$ cat config.mk
export PLATFORM = sky130hd
export DESIGN_NAME = dmem_arbiter_flat
export DESIGN_NICKNAME = d
export VERILOG_FILES = /design/src/rtl/dmem_arb_pkg.sv /design/src/rtl/dmem_arbiter_if.sv /design/src/rtl/dmem_arbiter_arb2.sv /design/src/rtl/dmem_arbiter.sv /design/src/flat_wrapper.sv
export SDC_FILE = /design/constraint.sdc
export NUM_CORES = 1
export LEC_CHECK = 0
export CAP_MARGIN = 25
export CORE_AREA = 2 2 231 233
export DETAILED_ROUTE_END_ITERATION = 6
export DIE_AREA = 0 0 233 235
export SYNTH_ARGS = -nofsm -noshare
export SYNTH_HDL_FRONTEND = slang
export SYNTH_HIERARCHICAL = 1
export SYNTH_SLANG_ARGS = --single-unit
export TNS_END_PERCENT = 1
$ cat constraint.sdc
create_clock -name clk -period 6.8 [get_ports clk]
set_clock_uncertainty 0.15 [all_clocks]
set_input_delay 0.68 -clock clk [delete_from_list [all_inputs] [get_ports clk]]
set_output_delay 0.68 -clock clk [all_outputs]
set_load 0.02 [all_outputs]
$ cat src/rtl/dmem_arb_pkg.sv
// Shared types and constants for the data-memory arbiter: FSM state encoding,
// read-latency bound and requester port indices.
package dmem_arb_pkg;

   typedef enum logic [1:0] {
      IDLE   = 2'd0,
      ACCESS = 2'd1,
      WAIT   = 2'd2,
      RESP   = 2'd3
   } state_t;

   localparam int   RD_LAT_MAX = 4;
   localparam logic P0         = 1'b0;   // core load/store unit
   localparam logic P1         = 1'b1;   // DMA / debug loader

endpackage

$ cat src/rtl/dmem_arbiter_if.sv
// Single-port data memory bus; the arbiter drives it through the master
// modport, the memory answers through the slave modport.
interface dmem_arbiter_if #(
   parameter int ADDR_W = 64,
   parameter int DATA_W = 64
);
   logic [ADDR_W-1:0] Add;
   logic [DATA_W-1:0] WriteData;
   logic              MemWrite;
   logic              MemRead;
   logic [DATA_W-1:0] ReadData;

   modport master (output Add, output WriteData, output MemWrite, output MemRead,
                   input  ReadData);
   modport slave  (input  Add, input  WriteData, input  MemWrite, input  MemRead,
                   output ReadData);
endinterface

$ cat src/rtl/dmem_arbiter_arb2.sv
// Two-way arbiter producing a one-hot grant while enabled. With DMEM_ARB_RR_EN
// defined a tie alternates between ports; otherwise port 0 always wins a tie.
module arb2 (
`ifdef DMEM_ARB_RR_EN
   input  logic       clk,
   input  logic       rst_n,
`endif
   input  logic [1:0] req,
   input  logic       en,
   output logic [1:0] gnt
);

`ifdef DMEM_ARB_RR_EN
   logic prio;   // port that wins the next tie

   always_ff @(posedge clk or negedge rst_n) begin
      if (!rst_n)       prio <= 1'b0;
      else if (|gnt)    prio <= gnt[0];
   end

   always_comb begin
      gnt = 2'b00;
      if (en) begin
         case (req)
            2'b01:   gnt = 2'b01;
            2'b10:   gnt = 2'b10;
            2'b11:   gnt = prio ? 2'b10 : 2'b01;
            default: gnt = 2'b00;
         endcase
      end
   end
`else
   always_comb begin
      gnt = 2'b00;
      if (en) begin
         if (req[0])      gnt = 2'b01;
         else if (req[1]) gnt = 2'b10;
      end
   end
`endif

endmodule

$ cat src/rtl/dmem_arbiter.sv
// Shares one single-port data memory between the LSU (port 0) and DMA (port 1),
// one outstanding access at a time. Tie policy selected by DMEM_ARB_RR_EN.
module dmem_arbiter
   import dmem_arb_pkg::*;
#(
   parameter int ADDR_W = 64,
   parameter int DATA_W = 64,
   parameter int RD_LAT = 1     // 1..RD_LAT_MAX
) (
   input  logic              clk,
   input  logic              rst_n,
   input  logic              req0,
   input  logic              we0,
   input  logic [ADDR_W-1:0] addr0,
   input  logic [DATA_W-1:0] wdata0,
   input  logic              req1,
   input  logic              we1,
   input  logic [ADDR_W-1:0] addr1,
   input  logic [DATA_W-1:0] wdata1,
   output logic              gnt0,
   output logic              gnt1,
   output logic              rvalid0,
   output logic              rvalid1,
   output logic [DATA_W-1:0] rdata0,
   output logic [DATA_W-1:0] rdata1,
   dmem_arbiter_if.master    mem
);

   localparam int CNT_W = $clog2(RD_LAT_MAX);

   state_t            state, state_nxt;
   logic [CNT_W-1:0]  cnt;
   logic              win, we_q;
   logic [ADDR_W-1:0] add_q;
   logic [DATA_W-1:0] wdata_q;
   logic [1:0]        arb_gnt;
   logic              take, mem_rd, mem_wr, rd_last;

   arb2 u_arb (
`ifdef DMEM_ARB_RR_EN
      .clk   (clk),
      .rst_n (rst_n),
`endif
      .req   ({req1, req0}),
      .en    (state == IDLE),
      .gnt   (arb_gnt)
   );

   assign take    = |arb_gnt;
   assign rd_last = mem_rd && (cnt == '0);

   always_ff @(posedge clk or negedge rst_n) begin
      if (!rst_n) state <= IDLE;
      else        state <= state_nxt;
   end

   always_comb begin
      state_nxt = state;
      mem_rd    = 1'b0;
      mem_wr    = 1'b0;
      gnt0      = 1'b0;
      gnt1      = 1'b0;
      rvalid0   = 1'b0;
      rvalid1   = 1'b0;
      case (state)
         IDLE: if (take) state_nxt = ACCESS;
         ACCESS: begin
            gnt0   = (win == P0);
            gnt1   = (win == P1);
            mem_wr = we_q;
            mem_rd = ~we_q;
            if (we_q)            state_nxt = IDLE;
            else if (cnt == '0)  state_nxt = RESP;
            else                 state_nxt = WAIT;
         end
         WAIT: begin
            mem_rd = 1'b1;
            if (cnt == '0) state_nxt = RESP;
         end
         RESP: begin
            rvalid0   = (win == P0);
            rvalid1   = (win == P1);
            state_nxt = IDLE;
         end
         default: state_nxt = IDLE;
      endcase
   end

   // Request fields are latched only in IDLE; later req changes are ignored
   // until the FSM comes back around.
   always_ff @(posedge clk or negedge rst_n) begin
      if (!rst_n) begin
         win     <= P0;
         we_q    <= 1'b0;
         add_q   <= '0;
         wdata_q <= '0;
         cnt     <= '0;
         rdata0  <= '0;
         rdata1  <= '0;
      end else begin
         if (take) begin
            win     <= arb_gnt[1];
            we_q    <= arb_gnt[1] ? we1    : we0;
            add_q   <= arb_gnt[1] ? addr1  : addr0;
            wdata_q <= arb_gnt[1] ? wdata1 : wdata0;
            cnt     <= CNT_W'(RD_LAT - 1);
         end else if (mem_rd && cnt != '0) begin
            cnt <= cnt - 1'b1;
         end
         if (rd_last) begin
            if (win == P1) rdata1 <= mem.ReadData;
            else           rdata0 <= mem.ReadData;
         end
      end
   end

   assign mem.Add       = add_q;
   assign mem.WriteData = wdata_q;
   assign mem.MemWrite  = mem_wr;
   assign mem.MemRead   = mem_rd;

endmodule

$ cat src/flat_wrapper.sv
// flat-port wrapper written by rule: the top's interface ports become plain ports
module dmem_arbiter_flat import dmem_arb_pkg::*;
#(
   parameter int ADDR_W = 64,
   parameter int DATA_W = 64,
   parameter int RD_LAT = 1                     
)
  (clk, rst_n, req0, we0, addr0, wdata0, req1, we1, addr1, wdata1, gnt0, gnt1, rvalid0, rvalid1, rdata0, rdata1, mem_Add, mem_WriteData, mem_MemWrite, mem_MemRead, mem_ReadData);
  dmem_arbiter_if #(.ADDR_W(ADDR_W), .DATA_W(DATA_W)) mem_i ();
  input  logic clk;
  input  logic rst_n;
  input  logic req0;
  input  logic we0;
  input  logic [ADDR_W-1:0] addr0;
  input  logic [DATA_W-1:0] wdata0;
  input  logic req1;
  input  logic we1;
  input  logic [ADDR_W-1:0] addr1;
  input  logic [DATA_W-1:0] wdata1;
  output logic gnt0;
  output logic gnt1;
  output logic rvalid0;
  output logic rvalid1;
  output logic [DATA_W-1:0] rdata0;
  output logic [DATA_W-1:0] rdata1;
  output wire logic [$bits(mem_i.Add)-1:0] mem_Add;
  output wire logic [$bits(mem_i.WriteData)-1:0] mem_WriteData;
  output wire logic [$bits(mem_i.MemWrite)-1:0] mem_MemWrite;
  output wire logic [$bits(mem_i.MemRead)-1:0] mem_MemRead;
  input wire logic [$bits(mem_i.ReadData)-1:0] mem_ReadData;
  assign mem_Add = mem_i.Add;
  assign mem_WriteData = mem_i.WriteData;
  assign mem_MemWrite = mem_i.MemWrite;
  assign mem_MemRead = mem_i.MemRead;
  assign mem_i.ReadData = mem_ReadData;
  dmem_arbiter #(.ADDR_W(ADDR_W), .DATA_W(DATA_W), .RD_LAT(RD_LAT)) u_core (.clk(clk), .rst_n(rst_n), .req0(req0), .we0(we0), .addr0(addr0), .wdata0(wdata0), .req1(req1), .we1(we1), .addr1(addr1), .wdata1(wdata1), .gnt0(gnt0), .gnt1(gnt1), .rvalid0(rvalid0), .rvalid1(rvalid1), .rdata0(rdata0), .rdata1(rdata1), .mem(mem_i));
endmodule
# ---- Word level (Yosys, flattened, before mapping)
# Index checks and enable logic that the tools add are counted.
dict set report totals {
  input_bits 326
  word_cells 45
  output_inout_bits 262
  regBits 262
}
dict set report classes {
  bitwise 2
  add_sub_neg 1
  reduce_logical 10
  mux 19
  n_eq_ne 5
}
# cell count
set op_table {}
lappend op_table {{2-to-1 mux 64 bit} 2}
lappend op_table {{2-to-1 mux 2 bit} 8}
lappend op_table {{one-hot mux 2 bit (4 select lines)} 1}
lappend op_table {{2-to-1 mux 1 bit} 7}
lappend op_table {{AND reduction 2 bit} 3}
lappend op_table {{equality test 2 bit, second input constant} 2}
lappend op_table {{zero test 2 bit} 2}
lappend op_table {{inequality test 2 x 1 -> 1 bit, second input constant} 2}
lappend op_table {{nonzero test 2 bit} 2}
lappend op_table {{equality test 2 x 1 -> 1 bit, second input constant} 1}
lappend op_table {{logical AND 1 bit} 2}
lappend op_table {{inverter 1 bit} 2}
lappend op_table {{one-hot mux 1 bit (2 select lines)} 1}
lappend op_table {{OR reduction 2 bit} 1}
lappend op_table {{subtractor 2 x 1 -> 2 bit, second input constant} 1}

# ---- Logic depth before layout (Yosys ltp)
# Gate-level depths: netlist of the first run.
dict set report depth {
  word_depth 6
  depth_mapped 9
  mapped_depth_nobuf 6
}

# ---- Hierarchy
# The synthesis of the first run kept the hierarchy.
# module area_each_um2 seq_area_each_um2 n_inst cells_per_inst
set modules_own_cells {}
lappend modules_own_cells {dmem_arbiter 11493.5 6556.3 1 871}
lappend modules_own_cells {arb2 16.3 0.0 1 2}

# ---- Least setup slack after synthesis of the first run
# No wires, ideal clock.
dict set report synth_timing {
  path_kind {input -> register}
  startpoint {in req0}
  endpoint {reg with a tool-made name}
  setup_time_ns 0.125
  t_required_ns 6.525
  path_buffers 2
  stages 6
  t_arrival_ns 1.951
  setup_slack_ns 4.574
  path_cell_list {and3b_1 -> buf_2 -> buf_2 -> or3b_1 -> nand3_1 -> mux2_2}
}
# element line
set synth_lines {}
lappend synth_lines {{start: declaration} flat_wrapper.sv:12} ;# input logic req0;

==> results of run 1 <==
-- layout make-up --
| type | count | area [um2] | area share |
|---|---|---|---|
| inverter | 5 | 18.8 | 0.000992 |
| timing repair buffer | 595 | 5980 | 0.316 |
| tap | 688 | 861 | 0.0455 |
| antenna | 3 | 7.51 | 0.000397 |
| clock buffer | 42 | 837 | 0.0442 |
| sequential | 262 | 6560 | 0.347 |
| clock inverter | 7 | 60.1 | 0.00317 |
| multi-input combinational | 549 | 4600 | 0.243 |
-- cell usage after synthesis (2+ instances only) --
| cell | n | area, um2 |
|---|---|---|
| buf_2 | 21 | 105 |
| o21ai_0 | 130 | 651 |
| and2_1 | 2 | 12.5 |
| dfrtp_1 | 262 | 6560 |
| clkbuf_1 | 23 | 86.3 |
| inv_1 | 5 | 18.8 |
| mux2_2 | 18 | 203 |
| mux2i_1 | 131 | 1310 |
| nor2b_1 | 3 | 18.8 |
| mux2_4 | 111 | 1670 |
| ha_1 | 6 | 75.1 |
| and2_2 | 2 | 15.0 |
| buf_6 | 12 | 135 |
| o2111ai_4 | 2 | 52.6 |
| nand2_1 | 132 | 495 |
-- cell families after synthesis --
group / count (synthesis)
mux: 260
simple gates: 146
flops: 262
fa+ha+maj: 6
compound gates: 137
buf+inv: 62
-- registers in the layout, summed over array words and instances, names as in the netlist, named ones only --
signal / cells
u_core/mem.Add: 64
u_core/rdata1: 64
u_core/win: 1
u_core/cnt: 2
u_core/state: 1
u_core/we_q: 1
u_core/mem.WriteData: 64
u_core/rdata0: 64
-- repair_timing --
| action | in CTS | in global routing |
|---|---|---|
| resized for setup | 0 | 0 |
| hold buffers | 1 | 0 |
| hold endpoints to repair | 64 | 0 |
-- per-stage QoR --
| step | instance area [um2] | setup WS [ns] | hold slack [ns] | util | instances |
|---|---|---|---|---|---|
| 3_5_place_dp | 18000 | 3.43 | 0.340 | 0.345 | 2098 |
| 3_3_place_gp | 18000 | 3.52 | 0.339 | 0.345 | 2098 |
| 2_1_floorplan | 11500 | 4.57 | 0.234 | - | 873 |
| 6_report | 18900 | 3.58 | 0.359 | 0.362 | 2151 |
| 4_1_cts | 18900 | 3.50 | 0.360 | 0.362 | 2148 |
| 5_1_grt | 18900 | 3.43 | 0.377 | 0.362 | 2150 |
-- power breakdown --
part / internal (W) / total (W) / switching [W]
Clock: 0.000882 / 0.00152 / 0.000643
Combinational: 0.00260 / 0.00488 / 0.00228
Sequential: 0.00237 / 0.00286 / 0.000488
-- routing by layer --
| layer | vias up | wire length [um] | track usage |
|---|---|---|---|
| met5 | - | 0 | 0 |
| met4 | 0 | 995 | 0.0378 |
| met3 | 61 | 4560 | 0.0564 |
| met2 | 439 | 19800 | 0.246 |
| met1 | 4204 | 15000 | 0.159 |
| li1 | 4162 | - | - |
-- critical path: stages (launching register included) --
cell	delay [ns]
dfrtp_1	0.43
inv_1	0.13
ha_1	0.22
nor2b_4	0.27
o21a_1	0.14
clkdlybuf4s50_1	0.63
-- worst max path at each step --
stage          start       endpoint  slack [ns]  depth (start not counted)
2_1_floorplan   req0           flop        4.57                          6
3_3_place_gp    req0  u_core/cnt[1]        3.52                          6
3_5_place_dp    req0  u_core/cnt[0]        3.43                          6
4_1_cts         flop           gnt0        3.50                          4
5_1_grt         flop    mem_MemRead        3.43                          5
6_report        flop    mem_MemRead        3.58                          5
==> results.ini, run 1 <==
[synthesis]
ys_seq_area_frac = 0.570
synth_edf_count = 0
syn-mean-instance-area_um2 = 13.2
yosys_register_bits = 262
synth_ff_type = dfrtp_1
synth_nets = 1205
synth_xor_area_frac = 0
syn_inst = 873
synthSimpleGateAreaFrac = 0.0516
synth_compound_area_frac = 0.0646
ys_warn_count = 6
synth_top_family_by_area = multiplexers
synthAdderAreaFrac = 0.00652
synth_area_um2 = 11500
synth_async_sr_flop_share = 1.00
synth_cell_type_count = 28
synthMuxAreaShare = 0.276

[route]
drc = 0
wl_mm = 40.3
first_pass_iters = 4
drt-vias-per-instance = 4.12
drt_iter0_drc = 420
post_drt_wl_per_cell_um = 18.7
route.vias.total = 8866
drtAntennaViolNets = 0

[timing]
rsz0062_at_grt = false
finalSetupTns_ns = 0
max_freq_ghz = 0.311
fin_crit_ns = 3.22
tightestPinTransition_ns = 1.14
setup_viol = 0
relSlewSlack = 0.242
slew_viol_final = 0
hold_viol_final = 0
fin_crit_sh = 0.474

[run]
max-cap-violations = 0

[worst_hold_path]
hp-start = u_core/rdata0[60]
worstHoldEndpoint = u_core/rdata0[60]
min_path_cells = 1
hp-class = flop to flop

[cts]
cts_made_buffers = 30
tritoncts = built
postCtsSetupRepairBufs = 0
cts.clk_slew.worst_paths_ns = 0.06
insertion_delay_ns = 0.56
cts.path.max_buffers = 3
numClockSinks = 262
cts-root-buf = clkbuf_16
cts.htree.levels = 1

[critical_path]
r2r_cells = 7
r2r-end = u_core/cnt[0]
start_kind = flop
reg2reg_from = u_core/state[0]
reg2reg_setup_slack_ns = 3.67
cp_max_fo = 6
cp_data_arrival_time_ns = 2.39
worstSetupPathType = flop to output port
end_kind = output port
required_ns = 5.97

[grt]
grt_use_total = 0.141
grt_remaining_overflow = 0
grt_max_degree = 200
antenna_found_initial = 10
grt_pass1_vias = 9607
grt_first_pass_wirelength_mm = 59.8

[power_and_ir_drop]
p_per_area_nw_per_um2 = 490
irDropWorstVdd_mv = 0.322
p_leak_nw = 7.80
finalPower_w = 0.00926

[layout]
syn_to_final_growth_pct = 64.4
fillers = 5107
final_common_cell = clkdlybuf4s50_1
final_net_count = 1775
final_cell_mix = clkdlybuf4s50_1 (586), dfrtp_1 (262), nand2_1 (132)
drive_above_1_share = 0.126

[die]
rows = 84
fp.dieH_um = 235
start_util = 0.220
core_area_um2 = 52200
ioPinCount = 588
die_width_um = 233
fp.dieArea_um2 = 54800

[placement]
place_hpwl_mm = 30.0
io_buffers = 587
gp_congestion = 0.812

[run_status]
outcome = finished clean

No activity file was read; power rests on OpenSTA's default activity.
==> run 2, diff against run 1 <==
Clock period 6.8 ns to 3.04 ns, I/O delays scaled along.
==> results.ini, run 2 (synthesis results as in run 1) <==
[cts]
cts_made_buffers = 31  ; was 30
cts.clk_slew.worst_paths_ns = 0.06  ; about the same
cts-root-buf = clkbuf_16  ; unchanged
cts.htree.levels = 1  ; unchanged
cts.path.max_buffers = 3  ; unchanged
numClockSinks = 262  ; unchanged
tritoncts = built  ; unchanged
insertion_delay_ns = 0.57  ; was 0.56 ns
postCtsSetupRepairBufs = 0  ; unchanged

[die]
fp.dieArea_um2 = 54800  ; unchanged
fp.dieH_um = 235  ; unchanged
start_util = 0.220  ; unchanged
core_area_um2 = 52200  ; unchanged
die_width_um = 233  ; unchanged
ioPinCount = 588  ; unchanged
rows = 84  ; unchanged

[timing]
setup_viol = 0  ; unchanged
relSlewSlack = 0.644  ; was 0.242
hold_viol_final = 0  ; unchanged
finalSetupTns_ns = 0  ; unchanged
tightestPinTransition_ns = 0.534  ; was 1.14 ns
fin_crit_ns = 2.80
fin_crit_sh = 0.920
setup_ws_ns = 0.243  ; was 3.58 ns
slew_viol_final = 0  ; unchanged
max_freq_ghz = 0.358
rsz0062_at_grt = false  ; unchanged

[critical_path]
crit_buf_inv = 2  ; unchanged
worstPathCellList = inv_1, ha_1, nor2b_2, clkdlybuf4s50_1  ; was inv_1, ha_1, nor2b_4, o21a_1, clkdlybuf4s50_1
cp_data_arrival_time_ns = 2.34  ; was 2.39 ns
slowest_delay_ns = 0.69  ; was 0.63 ns
end_kind = output port  ; unchanged
worstSetupPathType = flop to output port  ; unchanged
critPathSlowestCell = clkdlybuf4s50_1  ; unchanged
start_kind = flop  ; unchanged
path_delay_family = buffers and inverters  ; unchanged
required_ns = 2.59  ; was 5.97 ns
cp_max_fo = 5  ; was 6

[grt]
grt_use_met1 = 0.168  ; was 0.159
grt_util_met3 = 0.0510  ; was 0.0564
grt_pass1_vias = 9831  ; was 9,607
busiest_layer = met2  ; unchanged
antenna_found_initial = 6  ; was 10
grt_max_degree = 112  ; was 200
grt_use_total = 0.145  ; was 0.141
grt_first_pass_wirelength_mm = 61.2  ; was 59.8 mm
groute.layer.met2.usage = 0.252  ; was 0.246
grt_remaining_overflow = 0  ; unchanged

[placement]
gp_congestion = 0.790  ; was 0.812
place_hpwl_mm = 31.1  ; was 30.0 mm
io_buffers = 587  ; unchanged
place_ws_ns = 0.657  ; was 3.43 ns

[route]
wl_mm = 41.4  ; was 40.3 mm
post_drt_wl_per_cell_um = 19.1  ; was 18.7 um
drc = 0  ; unchanged
first_pass_iters = 4  ; unchanged
drt-vias-per-instance = 4.13  ; was 4.12
route.vias.total = 8972  ; was 8,866
drtAntennaViolNets = 0  ; unchanged
drt_iter0_drc = 272  ; was 420

[power_and_ir_drop]
irDropWorstVdd_mv = 0.648  ; was 0.322 mV
p_per_area_nw_per_um2 = 1110  ; was 490 nW/um2
p_leak_nw = 8.00  ; was 7.80 nW

[layout]
syn_to_final_growth_pct = 67.7  ; was 64.4%
post-route-util = 0.369  ; was 0.362
final_cell_mix = clkdlybuf4s50_1 (585), dfrtp_1 (262), nand2_1 (132)  ; was clkdlybuf4s50_1 (586), dfrtp_1 (262), nand2_1 (132)
final_common_cell = clkdlybuf4s50_1  ; unchanged
drive_above_1_share = 0.140  ; was 0.126
final_net_count = 1789  ; was 1,775

[worst_hold_path]
hp-class = input pin to asynchronous set/reset pin  ; was flop to flop

[run_status]
outcome = finished clean  ; unchanged

[run]
max-cap-violations = 0  ; unchanged

[run 2: cell types whose count changed in the layout (fill, tap and decap cells not counted), sizes merged]
cell           delta
clkbuf            +6
clkinvlp          +1
diode             -1
clkdlybuf4s50     -1
bufinv            +3
buf              +13
dlymetal6s2s      +1
clkinv            -2
[run 2: area by class of cell]
| cell class | count | area, um2 |
|---|---|---|
| fillers | 5129 | 32900 |
| flip-flops and latches | 262 | 6560 |
| repair buffers | 608 | 6170 |
| multi-input cells | 549 | 4600 |
| clock buffers | 48 | 940 |
| well taps | 688 | 861 |
| clock inverters | 9 | 148 |
| inverters | 5 | 18.8 |
| diodes | 2 | 5.00 |
[run 2: worst paths after layout]
check / start / end / slack, ns / depth (start not counted)
max: flop / gnt0 / 0.24 / 4
min: rst_n / u_core/rdata0[39] / 0.12 / 2
max reg2reg: flop / u_core/rdata1[0] / 0.71 / 6
min reg2reg: u_core/rdata0[29] / u_core/rdata0[29] / 0.35 / 1
max in group asynchronous: rst_n / u_core/mem.Add[20] / 1.82 / 3
min in group clk: wdata1[0] / u_core/mem.WriteData[0] / 0.14 / 3
[run 2: where the power goes]
group	leakage, nW	switching, W	total [W]	internal, W
sequential	3.12	0.00109	0.00639	0.00530
combinational	4.35	0.00515	0.0110	0.00587
clock	0.535	0.00154	0.00398	0.00244
total	8.00	0.00778	0.0214	0.0136
[run 2: repair_timing]
| action | 4_1_cts | 5_1_grt |
|---|---|---|
| gates cloned | 0 | 0 |
| resized for setup | 1 | 1 |
| setup endpoints to repair | 1 | 1 |
| hold buffers | 1 | 0 |
| endpoints found under the hold margin | 190 | 0 |
[run 2: layer usage]
metal | share of wire | up-vias | wire length [um]
met5 | 0 | - | 0
li1 | - | 4197 | -
met4 | 0.027 | 0 | 1100
met1 | 0.39 | 4300 | 16300
met2 | 0.48 | 412 | 19900
met3 | 0.10 | 63 | 4200
[run 2: stage by stage]
stage / hold slack (ns) / total power [W] / cell area [um2] / std cells
floorplan: -0.142 / 0.0123 / 11500 / 873
global placement: 0.132 / 0.0174 / 18200 / 2111
detailed placement: 0.138 / 0.0175 / 18200 / 2111
CTS: 0.0901 / 0.0217 / 19300 / 2169
global route: 0.126 / 0.0226 / 19300 / 2171
finish: 0.121 / 0.0214 / 19300 / 2171
==> run 3, diff against run 2 <==
Settings changed: CAP_MARGIN 25 to not set.
==> results of run 3 <==
Final layout, timing and power as in run 2 (identical DEF).
